--- src/rtl/slt_serial_ctrl_if.sv ---
// Request/response bundle between the execute stage and the serial
// set-less-than sequencer.
interface slt_serial_ctrl_if #(
   parameter int WIDTH = 32
);
   logic             start;
   logic             signed_op;
   logic [WIDTH-1:0] rs;
   logic [WIDTH-1:0] rt;
   logic             busy;
   logic             done;
   logic             lt;
   logic             eq;
   logic             gt;
   logic [WIDTH-1:0] result;

   modport master (
      output start, signed_op, rs, rt,
      input  busy, done, lt, eq, gt, result
   );

   modport slave (
      input  start, signed_op, rs, rt,
      output busy, done, lt, eq, gt, result
   );
endinterface

--- src/rtl/slt_serial_ctrl.sv ---
// Serial slt/sltu sequencer: walks a 1-bit lt/eq/gt compare stage across the
// captured operands LSB first and returns the relation flags and 0/1 word.
module slt_serial_ctrl #(
   parameter int WIDTH = 32,
   parameter int CNT_W = 5
) (
   input  logic               clk,
   input  logic               rst_n,
   slt_serial_ctrl_if.slave   bus
);

   typedef enum logic [1:0] {
      ST_IDLE = 2'd0,
      ST_RUN  = 2'd1,
      ST_DONE = 2'd2
   } state_t;

   localparam logic [CNT_W-1:0] LAST_IDX = CNT_W'(WIDTH - 1);
   localparam logic [2:0]       CHAIN_SEED = 3'b010;

   // One compare-stage step; chain vectors are packed {lt, eq, gt}.
   function automatic logic [2:0] chain_step(
      input logic       a,
      input logic       b,
      input logic [2:0] c
   );
      logic same;
      same = ~(a ^ b);
      chain_step[2] = (b & ~a) | (same & c[2]);
      chain_step[1] = c[1] & same;
      chain_step[0] = (a & ~b) | (same & c[0]);
   endfunction

   state_t           state_r;
   state_t           state_nxt_s;
   logic [CNT_W-1:0] cnt_r;
   logic [CNT_W-1:0] cnt_nxt_s;
   logic [WIDTH-1:0] opa_r;
   logic [WIDTH-1:0] opa_nxt_s;
   logic [WIDTH-1:0] opb_r;
   logic [WIDTH-1:0] opb_nxt_s;
   logic             sgn_r;
   logic             sgn_nxt_s;
   logic [2:0]       chain_r;
   logic [2:0]       chain_nxt_s;
   logic [2:0]       flags_r;
   logic [2:0]       flags_nxt_s;
   logic [WIDTH-1:0] result_r;
   logic [WIDTH-1:0] result_nxt_s;
   logic             busy_r;
   logic             done_r;
   logic             last_s;
   logic             swap_s;
   logic             bit_a_s;
   logic             bit_b_s;
   logic [2:0]       step_s;

   // Next-state, datapath and output-register load decisions.
   always_comb begin
      state_nxt_s  = state_r;
      cnt_nxt_s    = cnt_r;
      opa_nxt_s    = opa_r;
      opb_nxt_s    = opb_r;
      sgn_nxt_s    = sgn_r;
      chain_nxt_s  = chain_r;
      flags_nxt_s  = flags_r;
      result_nxt_s = result_r;

      last_s  = (cnt_r == LAST_IDX);
      // The sign bit carries negative weight, so its comparison flips.
      swap_s  = sgn_r & last_s;
      bit_a_s = swap_s ? opb_r[cnt_r] : opa_r[cnt_r];
      bit_b_s = swap_s ? opa_r[cnt_r] : opb_r[cnt_r];
      step_s  = chain_step(bit_a_s, bit_b_s, chain_r);

      case (state_r)
         ST_IDLE: begin
            if (bus.start) begin
               state_nxt_s = ST_RUN;
               opa_nxt_s   = bus.rs;
               opb_nxt_s   = bus.rt;
               sgn_nxt_s   = bus.signed_op;
               cnt_nxt_s   = {CNT_W{1'b0}};
               chain_nxt_s = CHAIN_SEED;
            end else begin
               state_nxt_s = ST_IDLE;
            end
         end
         ST_RUN: begin
            chain_nxt_s = step_s;
            if (last_s) begin
               state_nxt_s  = ST_DONE;
               flags_nxt_s  = step_s;
               result_nxt_s = {{(WIDTH-1){1'b0}}, step_s[2]};
            end else begin
               cnt_nxt_s = cnt_r + {{(CNT_W-1){1'b0}}, 1'b1};
            end
         end
         ST_DONE: begin
            state_nxt_s = ST_IDLE;
         end
         default: begin
            state_nxt_s = ST_IDLE;
         end
      endcase
   end

   // State, operand, chain and output registers.
   always_ff @(posedge clk or negedge rst_n) begin
      if (!rst_n) begin
         state_r  <= ST_IDLE;
         cnt_r    <= {CNT_W{1'b0}};
         opa_r    <= {WIDTH{1'b0}};
         opb_r    <= {WIDTH{1'b0}};
         sgn_r    <= 1'b0;
         chain_r  <= CHAIN_SEED;
         flags_r  <= 3'b000;
         result_r <= {WIDTH{1'b0}};
         busy_r   <= 1'b0;
         done_r   <= 1'b0;
      end else begin
         state_r  <= state_nxt_s;
         cnt_r    <= cnt_nxt_s;
         opa_r    <= opa_nxt_s;
         opb_r    <= opb_nxt_s;
         sgn_r    <= sgn_nxt_s;
         chain_r  <= chain_nxt_s;
         flags_r  <= flags_nxt_s;
         result_r <= result_nxt_s;
         busy_r   <= (state_nxt_s == ST_RUN);
         done_r   <= (state_nxt_s == ST_DONE);
      end
   end

   assign bus.busy   = busy_r;
   assign bus.done   = done_r;
   assign bus.lt     = flags_r[2];
   assign bus.eq     = flags_r[1];
   assign bus.gt     = flags_r[0];
   assign bus.result = result_r;

endmodule

--- src/flat_wrapper.sv ---
// flat-port wrapper written by rule: the top's interface ports become plain ports
module slt_serial_ctrl_flat 
#(
   parameter int WIDTH = 32,
   parameter int CNT_W = 5
)
  (clk, rst_n, bus_start, bus_signed_op, bus_rs, bus_rt, bus_busy, bus_done, bus_lt, bus_eq, bus_gt, bus_result);
  slt_serial_ctrl_if #(.WIDTH(WIDTH)) bus_i ();
  input  logic clk;
  input  logic rst_n;
  input wire logic [$bits(bus_i.start)-1:0] bus_start;
  input wire logic [$bits(bus_i.signed_op)-1:0] bus_signed_op;
  input wire logic [$bits(bus_i.rs)-1:0] bus_rs;
  input wire logic [$bits(bus_i.rt)-1:0] bus_rt;
  output wire logic [$bits(bus_i.busy)-1:0] bus_busy;
  output wire logic [$bits(bus_i.done)-1:0] bus_done;
  output wire logic [$bits(bus_i.lt)-1:0] bus_lt;
  output wire logic [$bits(bus_i.eq)-1:0] bus_eq;
  output wire logic [$bits(bus_i.gt)-1:0] bus_gt;
  output wire logic [$bits(bus_i.result)-1:0] bus_result;
  assign bus_i.start = bus_start;
  assign bus_i.signed_op = bus_signed_op;
  assign bus_i.rs = bus_rs;
  assign bus_i.rt = bus_rt;
  assign bus_busy = bus_i.busy;
  assign bus_done = bus_i.done;
  assign bus_lt = bus_i.lt;
  assign bus_eq = bus_i.eq;
  assign bus_gt = bus_i.gt;
  assign bus_result = bus_i.result;
  slt_serial_ctrl #(.WIDTH(WIDTH), .CNT_W(CNT_W)) u_core (.clk(clk), .rst_n(rst_n), .bus(bus_i));
endmodule
--- config.mk ---
export PLATFORM = sky130hd
export DESIGN_NAME = slt_serial_ctrl_flat
export DESIGN_NICKNAME = d
export VERILOG_FILES = /design/src/rtl/slt_serial_ctrl_if.sv /design/src/rtl/slt_serial_ctrl.sv /design/src/flat_wrapper.sv
export SDC_FILE = /design/constraint.sdc
export NUM_CORES = 1
export LEC_CHECK = 0
export ABC_AREA = 1
export CAP_MARGIN = 10
export CORE_ASPECT_RATIO = 0.75
export CORE_MARGIN = 2
export CORE_UTILIZATION = 36
export CTS_CLUSTER_DIAMETER = 200
export DETAILED_ROUTE_END_ITERATION = 12
export DONT_BUFFER_PORTS = 1
export PLACE_DENSITY = 0.6
export RECOVER_POWER = 25
export REMOVE_ABC_BUFFERS = 1
export SYNTH_ARGS = -nofsm -noshare
export SYNTH_HDL_FRONTEND = slang
export SYNTH_SLANG_ARGS = --single-unit
--- constraint.sdc ---
create_clock -name clk -period 4.13 [get_ports clk]
set_input_delay 0.413 -clock clk [delete_from_list [all_inputs] [get_ports clk]]
set_output_delay 0.413 -clock clk [all_outputs]
set_load 0.1 [all_outputs]
# Word-level counts from Yosys, hierarchy flattened
# Cells that the tools add are included.
[totals] input_bits=68 reg_bits=81 out_inout_bits=37 elab_cells=50
[classes] n_eq_ne=6 addsub=1 n_bitwise=12 order_cmp=1 n_reduce_logical=6 mux=14
[ops] op="binary-select mux 1 bit (select 5 bit)" n=2
[ops] op="two-way mux 5 bit" n=2
[ops] op="case mux 5 bit (2 select lines)" n=1
[ops] op="AND 1 bit" n=6
[ops] op="less-than comparator 5 x 6 -> 1 bit, second input constant" n=1
[ops] op="case mux 3 bit (2 select lines)" n=1
[ops] op="AND reduction 2 bit" n=3
[ops] op="adder 5 x 1 -> 5 bit, second input constant" n=1
[ops] op="equality test 5 bit, second input constant" n=1
[ops] op="two-way mux 1 bit" n=5
[ops] op="equality test 2 x 1 -> 1 bit, second input constant" n=2
[ops] op="inequality test 2 bit, second input constant" n=2
[ops] op="case mux 2 bit (2 select lines)" n=1
[ops] op="two-way mux 3 bit" n=1
[ops] op="inverter 1 bit" n=3
[ops] op="AND reduction 3 bit" n=1
[ops] op="equality test 2 bit, second input constant" n=1
[ops] op="logical NOT 2 bit" n=1
[ops] op="two-way mux 2 bit" n=1
[ops] op="bitwise OR 1 bit" n=2
[ops] op="nonzero test 2 bit" n=1
[ops] op="XOR 1 bit" n=1

# Logic depth before layout (Yosys ltp)
[depth] depth_word=8 mapped_depth=16 ltp_nobuf=14

# Worst setup path before layout
# No wires, ideal clock.
[synth_path] path_type="reg2reg" start="register u_core.cnt_r[0]" end="register u_core.chain_r[0]" path_slack_ns=2.248 stages_incl_launch_ff=16 setup_ns=0.136 t_required_ns=3.994 t_arrival_ns=1.747 cell_sequence="dfrtp_1 -> buf_6 -> inv_4 -> buf_6 -> nand2_1 -> nand3_1 -> nand2_1 -> nor2_1 -> nor2_2 -> nand2_2 -> nand2_2 -> nand2_1 -> nand2_1 -> ha_1 -> a21oi_1 -> o21ai_0"
[synth_via] elab_chain_cells=8 elab_cells_between_ends=15 classes_between="eq/ne (1); mux (7); bitwise (7)"
[synth_rtl] item="start: declaration" line_no="slt_serial_ctrl.sv:36" text="logic [CNT_W-1:0] cnt_r;"
[synth_rtl] item="start signal: assignment" line_no="slt_serial_ctrl.sv:112" text="cnt_r <= {CNT_W{1'b0}};"
[synth_rtl] item="start signal: assignment" line_no="slt_serial_ctrl.sv:123" text="cnt_r <= cnt_nxt_s;"
[synth_rtl] item="binary-select mux 1 bit (select 5 bit) / equality test 5 bit (equally long branches)" line_no="slt_serial_ctrl.sv:72, slt_serial_ctrl.sv:73, slt_serial_ctrl.sv:69"
[synth_rtl] item="two-way mux 1 bit (implied by the code) / AND 1 bit (equally long branches)" line_no="slt_serial_ctrl.sv:72, slt_serial_ctrl.sv:73, slt_serial_ctrl.sv:71"
[synth_rtl] item="two-way mux 1 bit, on equally long branches" line_no="slt_serial_ctrl.sv:72, slt_serial_ctrl.sv:73"
[synth_rtl] item="XOR 1 bit" line_no="slt_serial_ctrl.sv:28" text="same = ~(a ^ b);"
[synth_rtl] item="inverter 1 bit" line_no="slt_serial_ctrl.sv:28"
[synth_rtl] item="AND 1 bit" line_no="slt_serial_ctrl.sv:31" text="chain_step[0] = (a & ~b) | (same & c[0]);"
[synth_rtl] item="bitwise OR 1 bit (*)" line_no="slt_serial_ctrl.sv:31"
[synth_rtl] item="case mux 3 bit (2 select lines) (*)" line_no="slt_serial_ctrl.sv:76" text="case (state_r)"
[synth_rtl] item="end signal: assignment" line_no="slt_serial_ctrl.sv:127" text="chain_r <= chain_nxt_s;"
[synth_rtl] item="end: declaration" line_no="slt_serial_ctrl.sv:44" text="logic [2:0] chain_r;"
# Mark *: on every way between the ends. The rest lies on a longest branch, timed or not. The select of a mux whose other input is x is not followed.
# A chain may end at the register's enable or synchronous reset.

# Worst setup path in the final report
[layout_path] start="register u_core.cnt_r[1]" end="register u_core.chain_r[0]"
# Same word-level chain as after synthesis.

==> flow_metrics.env <==
export IMPL_status="finished, violations left"
export IMPL_violations="capacitance limit, slew limit"
export IMPL_grt_start_max_net_pins=81
export IMPL_cp_arrival_ns=2.78
export IMPL_drv_slew=81
export IMPL_r2r_slack_ns=1.55
export IMPL_synthCells=541
export IMPL_postCtsResizedCells=0
export IMPL_nFillCells=1143
export IMPL_ys_seq_area_frac=0.489
export IMPL_hp_class="input port to flop"
export IMPL_finalNetCount=600
export IMPL_cp_start_kind="flop"
export IMPL_ys_types=22
export IMPL_seq_area_mm2=0.00200
export IMPL_hold_buffers=2
export IMPL_initial_core_util=0.372
export IMPL_boundaryPins=105
export IMPL_worst_path_buf_inv=2
export IMPL_htreeDepth=3
export IMPL_drt_total_wl_mm=9.22
export IMPL_crit_type="flop to flop"
export IMPL_maxCapViolations=1
export IMPL_total_leakage_power_nw=2.27
export IMPL_cts_buffers=9
export IMPL_cts_tree="done"
export IMPL_fmax_ghz=0.387
export IMPL_dp_cells=655
export IMPL_endpoint="u_core.chain_r[0]"
export IMPL_grt_pass1_wl_mm=15.2
export IMPL_slew_headroom=-0.337
export IMPL_dieHeight_um=96.4
export IMPL_crit_chain="ha_1, inv_1, nor2_1, ha_1, nand2_1, inv_1, nand3_1, nand2_1, ha_1, a21oi_1, o21ai_0"
export IMPL_port_buffers=0
export IMPL_drc=0
export IMPL_grt_ovfl_total=0
export IMPL_drive_gt1_frac=0.0657
export IMPL_grt_pass1_vias=3023
export IMPL_power_density_mw_per_mm2=880
export IMPL_final_cell_mix="nand2_1, dfrtp_1, nand3_1, conb_1, nor2_1"
export IMPL_ir_drop_mv=0.324
export IMPL_wire_per_inst_um=13.7
export IMPL_syn_area_per_cell_um2=7.57
export IMPL_drtAntennaViolNets=0
export IMPL_drt_pass1_iterations=4
export IMPL_skew_ns=0.00623
export IMPL_clockBufferDepth=2
export IMPL_setup_worst_path_start="u_core.cnt_r[1]"
export IMPL_cp_max_fo=19
export IMPL_cts_root_buf="clkbuf_16"
export IMPL_antenna_found_initial=0
export IMPL_multi_input_area_mm2=0.00174
export IMPL_worstSetupEndpointType="flop"
export IMPL_vias=3131
export IMPL_setup_viol=0
export IMPL_yosys_warnings=0
export IMPL_antennaDiodeCount=0
export IMPL_cp_required_ns=4.33
export IMPL_post_route_period_util=0.625
export IMPL_place_hpwl_mm=6.24
export IMPL_area_growth_pct=5.01
export IMPL_rr_worst_depth=11
export IMPL_clock_sinks=80
export IMPL_num_rows=33
export IMPL_fin_cells=673
export IMPL_rsz0062_at_grt="no"
export IMPL_synth_seq_cells=80
export IMPL_drt_iter0_drc=158
export IMPL_postCtsSetupBuffers=0
export IMPL_min_period_ns=2.58
export IMPL_clk_latency_ns=0.34
export IMPL_cp_depth=11
export IMPL_cpMostUsedCell="ha_1"
export IMPL_crit_family="flip-flops"
export IMPL_grtUsageTotal=0.161
export IMPL_cpPeakStageDelay_ns=0.81
export IMPL_dieArea_mm2=0.0123
export IMPL_netlist_area_mm2=0.00410
export IMPL_r2r_start="u_core.cnt_r[1]"
export IMPL_slowest_stage="dfrtp_1"
export IMPL_die_w_um=127
export IMPL_reg2reg_to="u_core.chain_r[0]"
export IMPL_viasPerCell=4.65
export IMPL_tns_ns=0
export IMPL_tightestPinTransition_ns=2.01
export IMPL_core_mm2=0.0110
export IMPL_mostFrequentLayoutCell="nand2_1"
export IMPL_place_congestion=0.744
export IMPL_cts_clk_slew_worst_paths_ns=0.06
export IMPL_hold_viol=0
## cell usage after synthesis
cell type | instances | area share
a21oi_1 | 8 | 0.0098
buf_2 | 7 | 0.0085
buf_4 | 38 | 0.070
buf_6 | 6 | 0.016
clkbuf_1 | 7 | 0.0064
conb_1 | 1 | 0.00092
dfrtp_1 | 79 | 0.48
dfstp_2 | 1 | 0.0064
ha_1 | 4 | 0.012
inv_1 | 11 | 0.010
inv_2 | 1 | 0.00092
inv_4 | 2 | 0.0031
nand2_1 | 291 | 0.27
nand2_2 | 6 | 0.0092
nand3_1 | 48 | 0.059
nor2_1 | 13 | 0.012
nor2_2 | 4 | 0.0061
nor3_1 | 4 | 0.0049
nor3b_2 | 1 | 0.0031
o21a_1 | 1 | 0.0018
o21ai_0 | 6 | 0.0073
o31ai_1 | 2 | 0.0037
## report_power, final
group	switching, W	leakage [nW]	total [W]	internal (W)
registers	0.000448	0.990	0.00160	0.00115
clock network	0.000312	0.137	0.000767	0.000455
logic	0.000954	1.15	0.00142	0.000468
## per-layer routing
metal,vias to the layer above,share of wire,GRT usage
met2,98,0.43,0.229
met3,6,0.057,0.0512
met4,0,0.0068,0.0440
li1,1580,-,-
met1,1447,0.51,0.237
met5,-,0,0
## worst reg2reg max path, stage by stage (launching register included)
cell and delay [ns]:
dfrtp_1 0.81, ha_1 0.30, inv_1 0.06, nor2_1 0.12, ha_1 0.19, nand2_1 0.12, inv_1 0.13, nand3_1 0.08
nand2_1 0.07, ha_1 0.25, a21oi_1 0.20, o21ai_0 0.10
## per-stage QoR
step | hold WS [ns] | setup slack (ns) | total power, W | util | area, um2
after CTS | 0.175 | 1.53 | 0.00384 | 0.392 | 4330
after global placement | 0.122 | 1.61 | 0.00297 | 0.362 | 3990
after floorplan | 0.117 | 0.367 | 0.00265 | - | 3800
after detailed placement | 0.121 | 1.54 | 0.00302 | 0.362 | 3990
final | 0.189 | 1.55 | 0.00379 | 0.390 | 4300
after global routing | 0.174 | 1.15 | 0.00415 | 0.390 | 4300
## flip-flops by register name, summed over array words and instances (netlist names)
register and cells:
u_core.flags_r 2, u_core.chain_r 3, u_core.opb_r 32, u_core.cnt_r 5, u_core.state_r 2, u_core.bus.done 1
u_core.bus.result 1, u_core.bus.busy 1, u_core.opa_r 32, u_core.sgn_r 1
## how the worst min path moves through the flow
| stage | from | slack (ns) | to | depth (start not counted) |
|---|---|---|---|---|
| after detailed placement | rst_n | 0.12 | u_core.opb_r[13] | 0 |
| after global placement | rst_n | 0.12 | u_core.opa_r[15] | 0 |
| after global routing | bus_rs[13] | 0.17 | u_core.opa_r[13] | 2 |
| after CTS | bus_rs[13] | 0.18 | u_core.opa_r[13] | 2 |
| final | bus_rs[13] | 0.19 | u_core.opa_r[13] | 2 |
| after floorplan | rst_n | 0.12 | u_core.bus.busy | 0 |
## logic make-up after synthesis
logic type,synth area share
other cells,0.000915
flops,0.489
simple gates,0.360
fa+ha+maj,0.0122
compound gates,0.0226
buf+inv,0.115
## layout make-up
cell class | count | area share
Sequential cell | 80 | 0.466
Multi-Input combinational cell | 419 | 0.405
Clock buffer | 12 | 0.0619
Tap cell | 140 | 0.0407
Inverter | 14 | 0.0134
Timing Repair Buffer | 4 | 0.00698
Clock inverter | 4 | 0.00640
Power figures use the tool's default switching activity.
